[config.mk]
export PLATFORM = sky130hd
export DESIGN_NAME = hex_serializer
export DESIGN_NICKNAME = d
export VERILOG_FILES = /design/src/rtl/hex_serializer_pkg.sv /design/src/rtl/hex_serializer_nibble_to_ascii.sv /design/src/rtl/hex_serializer.sv
export SDC_FILE = /design/constraint.sdc
export NUM_CORES = 1
export LEC_CHECK = 0
export BUFFER_PORTS_ARGS = -buffer_cell sky130_fd_sc_hd__buf_2
export CAP_MARGIN = 20
export CORE_MARGIN = 8
export CORE_UTILIZATION = 45
export DETAILED_ROUTE_END_ITERATION = 8
export HOLD_SLACK_MARGIN = 0.12
export PLACE_DENSITY = 0.79
export SKIP_CTS_REPAIR_TIMING = 1
export SYNTH_ARGS = -nofsm -noshare
export SYNTH_HDL_FRONTEND = slang
export SYNTH_SLANG_ARGS = --single-unit
[constraint.sdc]
create_clock -name clk -period 3.8 [get_ports clk]
set_input_delay 0.95 -clock clk [delete_from_list [all_inputs] [get_ports clk]]
set_output_delay 0.95 -clock clk [all_outputs]
set_load 0.03 [all_outputs]
[src/rtl/hex_serializer_pkg.sv]
// Shared constants for the hex serializer: ASCII codes and FSM state encoding.
package hex_serializer_pkg;

    localparam logic [7:0] ASCII_0  = 8'h30;
    localparam logic [7:0] ASCII_A  = 8'h41;
    localparam logic [7:0] ASCII_CR = 8'h0D;
    localparam logic [7:0] ASCII_LF = 8'h0A;

    localparam logic [1:0] ST_IDLE  = 2'd0;
    localparam logic [1:0] ST_DIGIT = 2'd1;
    localparam logic [1:0] ST_CR    = 2'd2;
    localparam logic [1:0] ST_LF    = 2'd3;

endpackage

[src/rtl/hex_serializer_nibble_to_ascii.sv]
// Maps a 4-bit nibble to its uppercase ASCII hex character, zero-extended to B bits.
module nibble_to_ascii
    import hex_serializer_pkg::*;
#(
    parameter int B = 8
) (
    input  logic [3:0]   nib_i,
    output logic [B-1:0] ascii_o
);

    logic [7:0] code;

    always_comb begin
        if (nib_i < 4'd10) code = ASCII_0 + {4'h0, nib_i};
        else               code = ASCII_A + {4'h0, nib_i} - 8'd10;
        ascii_o       = '0;
        ascii_o[7:0]  = code;
    end

endmodule

[src/rtl/hex_serializer.sv]
// Formats an L-byte value as 2*L uppercase ASCII hex chars, MSB nibble first,
// optionally followed by CR LF, one char per out_valid/out_ready beat.
module hex_serializer
    import hex_serializer_pkg::*;
#(
    parameter int B    = 8,
    parameter int L    = 1,
    parameter bit CRLF = 1'b0
) (
    input  logic           clk,
    input  logic           rst_n,
    input  logic           in_valid,
    output logic           in_ready,
    input  logic [L*B-1:0] in_num,
    output logic           out_valid,
    input  logic           out_ready,
    output logic [B-1:0]   out_char,
    output logic           out_last,
    output logic           busy
);

    localparam int W   = L * B;
    localparam int NCH = 2 * L;
    localparam int CW  = $clog2(NCH);
    localparam logic [CW-1:0] CNT_FIRST = CW'(NCH - 1);
    localparam logic [B-1:0]  CHAR_CR   = B'(ASCII_CR);
    localparam logic [B-1:0]  CHAR_LF   = B'(ASCII_LF);

    logic [1:0]    state_q, state_d;
    logic [CW-1:0] cnt_q, cnt_d;
    logic [W-1:0]  sh_q, sh_d;
    logic          valid_q, valid_d;
    logic [B-1:0]  char_q, char_d;
    logic          last_q, last_d;

    logic          beat, done, accept;
    logic [3:0]    nib;
    logic [B-1:0]  nib_char;

    assign beat     = valid_q && out_ready;
    assign done     = beat && last_q;
    assign in_ready = (state_q == ST_IDLE) || done;
    assign accept   = in_valid && in_ready;

    // One converter serves both the first char of a new value and every later shift.
    assign nib = accept ? in_num[W-1 -: 4] : sh_q[W-5 -: 4];

    nibble_to_ascii #(.B(B)) u_n2a (
        .nib_i   (nib),
        .ascii_o (nib_char)
    );

    always_comb begin
        state_d = state_q;
        cnt_d   = cnt_q;
        sh_d    = sh_q;
        valid_d = valid_q;
        char_d  = char_q;
        last_d  = last_q;
        if (accept) begin
            sh_d    = in_num;
            cnt_d   = CNT_FIRST;
            state_d = ST_DIGIT;
            valid_d = 1'b1;
            char_d  = nib_char;
            last_d  = 1'b0;
        end else if (beat) begin
            case (state_q)
                ST_DIGIT: begin
                    if (cnt_q != '0) begin
                        sh_d   = sh_q << 4;
                        cnt_d  = cnt_q - CW'(1);
                        char_d = nib_char;
                        last_d = !CRLF && (cnt_q == CW'(1));
                    end else if (CRLF) begin
                        state_d = ST_CR;
                        char_d  = CHAR_CR;
                        last_d  = 1'b0;
                    end else begin
                        state_d = ST_IDLE;
                        valid_d = 1'b0;
                        char_d  = '0;
                        last_d  = 1'b0;
                    end
                end
                ST_CR: begin
                    state_d = ST_LF;
                    char_d  = CHAR_LF;
                    last_d  = 1'b1;
                end
                default: begin
                    state_d = ST_IDLE;
                    valid_d = 1'b0;
                    char_d  = '0;
                    last_d  = 1'b0;
                end
            endcase
        end
    end

    always_ff @(posedge clk or negedge rst_n) begin
        if (!rst_n) begin
            state_q <= ST_IDLE;
            cnt_q   <= '0;
            sh_q    <= '0;
            valid_q <= 1'b0;
            char_q  <= '0;
            last_q  <= 1'b0;
        end else begin
            state_q <= state_d;
            cnt_q   <= cnt_d;
            sh_q    <= sh_d;
            valid_q <= valid_d;
            char_q  <= char_d;
            last_q  <= last_d;
        end
    end

    assign out_valid = valid_q;
    assign busy      = valid_q;
    assign out_char  = char_q;
    assign out_last  = last_q;

endmodule
# ---- After elaboration in Yosys (flattened, before gate mapping)
# Index checks and enable logic that the tools add are counted.
dict set report totals {
  register_bits 17
  output_inout_bits 12
  word_cells 53
  input_bits 12
}
dict set report op_classes {
  add_sub_neg 4
  order_cmp 1
  mux 26
  n_reduce_logical 12
  n_eq_ne 4
}
# operator count
set ops {}
lappend ops {{$mux W8} 4}
lappend ops {{$mux W4} 5}
lappend ops {{$pmux W8 S2} 1}
lappend ops {{$mux W1} 10}
lappend ops {{$add A7 B4 Y8 const A} 1}
lappend ops {{$sub A8 B4 Y8 const B} 1}
lappend ops {{$add A6 B4 Y7 const A} 1}
lappend ops {{$mux W2} 3}
lappend ops {{$reduce_and A3 Y1} 2}
lappend ops {{$reduce_bool A2 Y1} 3}
lappend ops {{$lt A4 B4 Y1 const B} 1}
lappend ops {{$pmux W1 S2} 2}
lappend ops {{$pmux W2 S2} 1}
lappend ops {{$reduce_and A2 Y1} 2}
lappend ops {{$logic_and A1 B1 Y1} 3}
lappend ops {{$ne A3 B3 Y1 const B} 1}
lappend ops {{$eq A2 B1 Y1 const B} 1}
lappend ops {{$eq A2 B2 Y1 const B} 1}
lappend ops {{$logic_not A2 Y1} 1}
lappend ops {{$ne A2 B2 Y1 const B} 1}
lappend ops {{$logic_or A1 B1 Y1} 1}
lappend ops {{$sub A1 B1 Y1 const B} 1}

# ---- Depth between registers and ports, before layout
dict set report depth {
  word_depth 12
  mapped_depth 8
  ltp_nobuf 8
}

# ---- Modules after synthesis
# From an unflattened synthesis, not the netlist that was laid out.
dict set report hier_totals {
  hier_cells 99
  hier_area_um2 1003.5
}
# module seq_area_each_um2 cells_per_inst instances area_per_inst_um2
set by_module_without_submodules {}
lappend by_module_without_submodules {hex_serializer 425.4 83 1 898.4}
lappend by_module_without_submodules {nibble_to_ascii 0.0 16 1 105.1}

# ---- Least setup slack after synthesis
# OpenSTA, ideal clock, no wires.
dict set report synth_path {
  kind {input to register}
  startpoint {input out_ready}
  endpoint {register char_q[1], in the netlist out_char[1]}
  slack_ps 1490
  required_time_ps 3699
  setup_ps 101
  path_buffers 0
  arrival_time_ps 2209
  stages 6
  path_cell_list {a31o_4 > nand2_4 > mux2i_1 > ha_1 > and2_1 > o32ai_1}
}
dict set report synth_between {
  elab_chain_len 12
  word_cells_on_any_way 15
  classes_between {3 x add/sub; 1 x order compare; 6 x mux; 5 x reduce/logical}
}
# element line
set synth_rtl {}
lappend synth_rtl {{from (decl)} hex_serializer.sv:16} ;# input logic out_ready,
lappend synth_rtl {{$logic_and A1 B1 Y1 *} hex_serializer.sv:40} ;# assign beat = valid_q && out_ready;
lappend synth_rtl {{$logic_and A1 B1 Y1} hex_serializer.sv:41} ;# assign done = beat && last_q;
lappend synth_rtl {{$logic_or A1 B1 Y1} hex_serializer.sv:42} ;# assign in_ready = (state_q == ST_IDLE) || done;
lappend synth_rtl {{$logic_and A1 B1 Y1} hex_serializer.sv:43} ;# assign accept = in_valid && in_ready;
lappend synth_rtl {{$mux W4} hex_serializer.sv:46} ;# assign nib = accept ? in_num[W-1 -: 4] : sh_q[W-5 -: 4];
lappend synth_rtl {{$add A7 B4 Y8} hex_serializer_nibble_to_ascii.sv:15} ;# else code = ASCII_A + {4'h0, nib_i} - 8'd10;
lappend synth_rtl {{$sub A8 B4 Y8} hex_serializer_nibble_to_ascii.sv:15}
lappend synth_rtl {{$mux W8} hex_serializer_nibble_to_ascii.sv:14} ;# if (nib_i < 4'd10) code = ASCII_0 + {4'h0, nib_i};
lappend synth_rtl {{$mux W8} hex_serializer.sv:70} ;# if (cnt_q != '0) begin
lappend synth_rtl {{$pmux W8 S2} hex_serializer.sv:68} ;# case (state_q)
lappend synth_rtl {{$mux W8} hex_serializer.sv:67} ;# end else if (beat) begin
lappend synth_rtl {{$mux W8} hex_serializer.sv:60} ;# if (accept) begin
lappend synth_rtl {{to (signal assigned)} hex_serializer.sv:114} ;# char_q <= char_d;
lappend synth_rtl {{to (decl)} hex_serializer.sv:33} ;# logic [B-1:0] char_q, char_d;
# Mark *: on every way between the ends. The rest lies on a longest branch, timed or not. The select of a mux whose other input is x is not followed.
# A chain may end at the register's enable or synchronous reset.

# ---- Final worst setup path
dict set report layout_path {
  startpoint {input out_ready}
  endpoint {output in_ready}
}
dict set report layout_between {
  elab_chain_len 3
}
# element line
set layout_rtl {}
lappend layout_rtl {{$logic_and A1 B1 Y1} hex_serializer.sv:40}
lappend layout_rtl {{$logic_and A1 B1 Y1} hex_serializer.sv:41}
lappend layout_rtl {{$logic_or A1 B1 Y1} hex_serializer.sv:42}
lappend layout_rtl {{to (decl)} hex_serializer.sv:13} ;# output logic in_ready,
# Every way passes these cells.

==> impl_metrics.csv <==
group,metric,value,unit
synth,synth.area.top_cells,"dfrtp_1 (44%), nand2_1 (7.9%), ha_1 (5.5%)",
run_status,status,"finished clean",
synth,synth-seq-area-share,44.1,%
global_route,grt_pass1_vias,767,
sta,fmax,407,MHz
sta,finalSetupViolCount,0,
place,pre_cts_ws,1220,ps
clocking,cts_tree,"done",
synth,synth.distinct_cells,34,
flow_run,drv_cap,0,
sta,skew,1.57,ps
global_route,track_usage,12.6,%
synth,syn_area,907,um^2
sta,setup-tns-final,0,ps
place,dpl_cell_area,0.00102,mm^2
layout,areaGrowthSynthToFinish,17.0,%
power,power.ir.vdd_worst,0.154,mV
critical_path,worstSetupStartpointType,"input port",
critical_path,crit_required,2850,ps
synth,postSynthAreaPerCell,9.55,um^2
sta,fin_crit_sh,64.7,%
layout,nets,134,
synth,netlist.area_leader.share,44.1,%
floorplan,die_h,60.9,um
route,ant_nets,0,
sta,fin_ws,1340,ps
synth,synth_top_cell_by_area,"dfrtp_1",
synth,ys_seq_elements,16,
power,leakage,0.585,nW
clocking,cts_made_buffers,3,
sta,hold_viol,0,
clocking,clockBufferDepth,2,
global_route,grt_max_degree,17,
place,dpl.hpwl,1620,um
global_route,grt-ovfl-total,0,
route,drt-vias-per-instance,5.49,
global_route,antenna_found_initial,0,
global_route,grt_pass1_wl,3460,um
floorplan,fp.dieW,60.9,um
clocking,path_clk_slew,90,ps
layout,fin_area,0.00106,mm^2
route,wl_per_cell,14.9,um
critical_path,worst-path-max-fanout,4,
sta,slew_violations,0,
layout,fillers,176,
floorplan,std_cell_rows,16,
route,wirelength,2140,um
place,io_buffers,22,
floorplan,die_area,0.00371,mm^2
floorplan,start_util,47.2,%
synth,yosys_warnings,0,
critical_path,worst-endpoint-arrival,1510,ps
hold_path,hold_path_class,"flip-flop to flip-flop",
sta,layout_min_cycle_time,2460,ps
critical_path,cp-end-kind,"output port",
clocking,cts_root_buf,"clkbuf_4",
route,vias,791,
critical_path,critPathKind,"input port to output port",
route,first_iter_violations,31,
sta,rsz0062_at_grt,"no",
layout,drive_above_1_share,26.5,%
clocking,clock_latency,290,ps
floorplan,io_pins,24,
synth,syn_inst,95,
place,gp_congestion,0.866,
route,first_pass_iters,4,
clocking,clock_sinks,16,
power,power_density,278,mW/mm^2
layout,diodes,0,
synth,syn_nets,111,
route,drc,0,
clocking,h-tree-depth,1,
floorplan,core_area,0.00192,mm^2
[report_power, final]
group          internal [mW]  leakage (nW)  total, mW  switching [mW]
registers              0.170         0.218      0.170               0
logic                0.00453         0.346     0.0127         0.00817
clock network         0.0584        0.0210      0.112          0.0540
[cells in the final DEF (no fill, tap or decap), types with 2 or more instances in the layout]
master,instances
nand2_1,19
nand3_1,4
ha_1,4
nor2_1,4
mux2i_1,2
buf_2,22
dfrtp_1,16
and2_1,3
o21ai_0,7
a21oi_1,6
clkbuf_4,3
a22oi_1,2
inv_1,3
[cells by family (layout without fill, tap and decap cells)]
kind of cell / count (synthesis) / count (layout) / share of synthesized area [%]
XOR/XNOR: 1 / 1 / 0.966
flip-flops: 16 / 16 / 44.1
buffers and inverters: 7 / 29 / 4.14
multiplexers: 4 / 4 / 5.93
other: 1 / 1 / 0.413
adder cells (fa/ha/maj): 4 / 4 / 5.52
AND/OR/NAND/NOR: 35 / 35 / 18.3
AO/OA/AOI/OAI: 27 / 27 / 20.6
[worst paths after layout]
kind,from,to,slack (ps),cells past startpoint
worst max-delay path,out_ready,in_ready,1340,3
worst min-delay path,out_char[0],out_char[0],490,2
worst max register to register,state_q[0],out_char[1],1590,8
worst min register to register,out_char[0],out_char[0],490,2
max in group asynchronous,rst_n,sh_q[0],2980,1
min in group asynchronous,rst_n,state_q[0],560,1
[cell type report]
class                      instances  area (um^2)  share of cell area [%]
multi-input combinational         72          469                    44.2
sequential                        16          400                    37.7
timing repair buffer              22          110                    10.4
clock buffer                       4         36.3                    3.42
tap                               27         33.8                    3.18
inverter                           3         11.3                    1.06
[stage by stage]
step	instances	power (mW)	utilization, %	hold slack [ps]
global route	144	0.308	55.2	508
floorplan	95	0.176	-	437
CTS	144	0.297	55.2	490
detailed placement	140	0.186	53.3	468
finish	144	0.295	55.2	486
global placement	140	0.186	53.3	461
[cells in the mapped netlist]
| cell | n |
|---|---|
| nand2_1 | 19 |
| dfrtp_1 | 16 |
| o21ai_0 | 7 |
| a21oi_1 | 6 |
| ha_1 | 4 |
| nand3_1 | 4 |
| nor2_1 | 4 |
| and2_1 | 3 |
| buf_4 | 3 |
| inv_1 | 3 |
| a22oi_1 | 2 |
| mux2i_1 | 2 |
| a211oi_1 | 1 |
| a21boi_0 | 1 |
| a21o_1 | 1 |
| a221o_1 | 1 |
| a22o_1 | 1 |
| a31o_4 | 1 |
| a31oi_1 | 1 |
| a32o_1 | 1 |
| and2_4 | 1 |
| and3_1 | 1 |
| and4b_1 | 1 |
| clkbuf_1 | 1 |
| conb_1 | 1 |
| mux2_2 | 1 |
| mux2i_4 | 1 |
| nand2_4 | 1 |
| nor3_1 | 1 |
| o211ai_1 | 1 |
| o21a_1 | 1 |
| o31ai_1 | 1 |
| o32ai_1 | 1 |
| xnor2_1 | 1 |
[registers in the layout, indices dropped and copies added (netlist names)]
name	count
cnt_q	1
state_q	2
sh_q	4
out_char	7
busy	1
out_last	1
[critical path, cell delays in order]
cell and delay [ps]:
buf_2 120, a31o_4 260, buf_2 180
[layer usage]
metal  GRT usage, %  routed length (um)
met1           15.2                 954
met2           18.6                1000
met3           2.97                 126
met4           9.97                  57
met5              0                   0
Note: power is estimated with default switching activity, not from simulation.
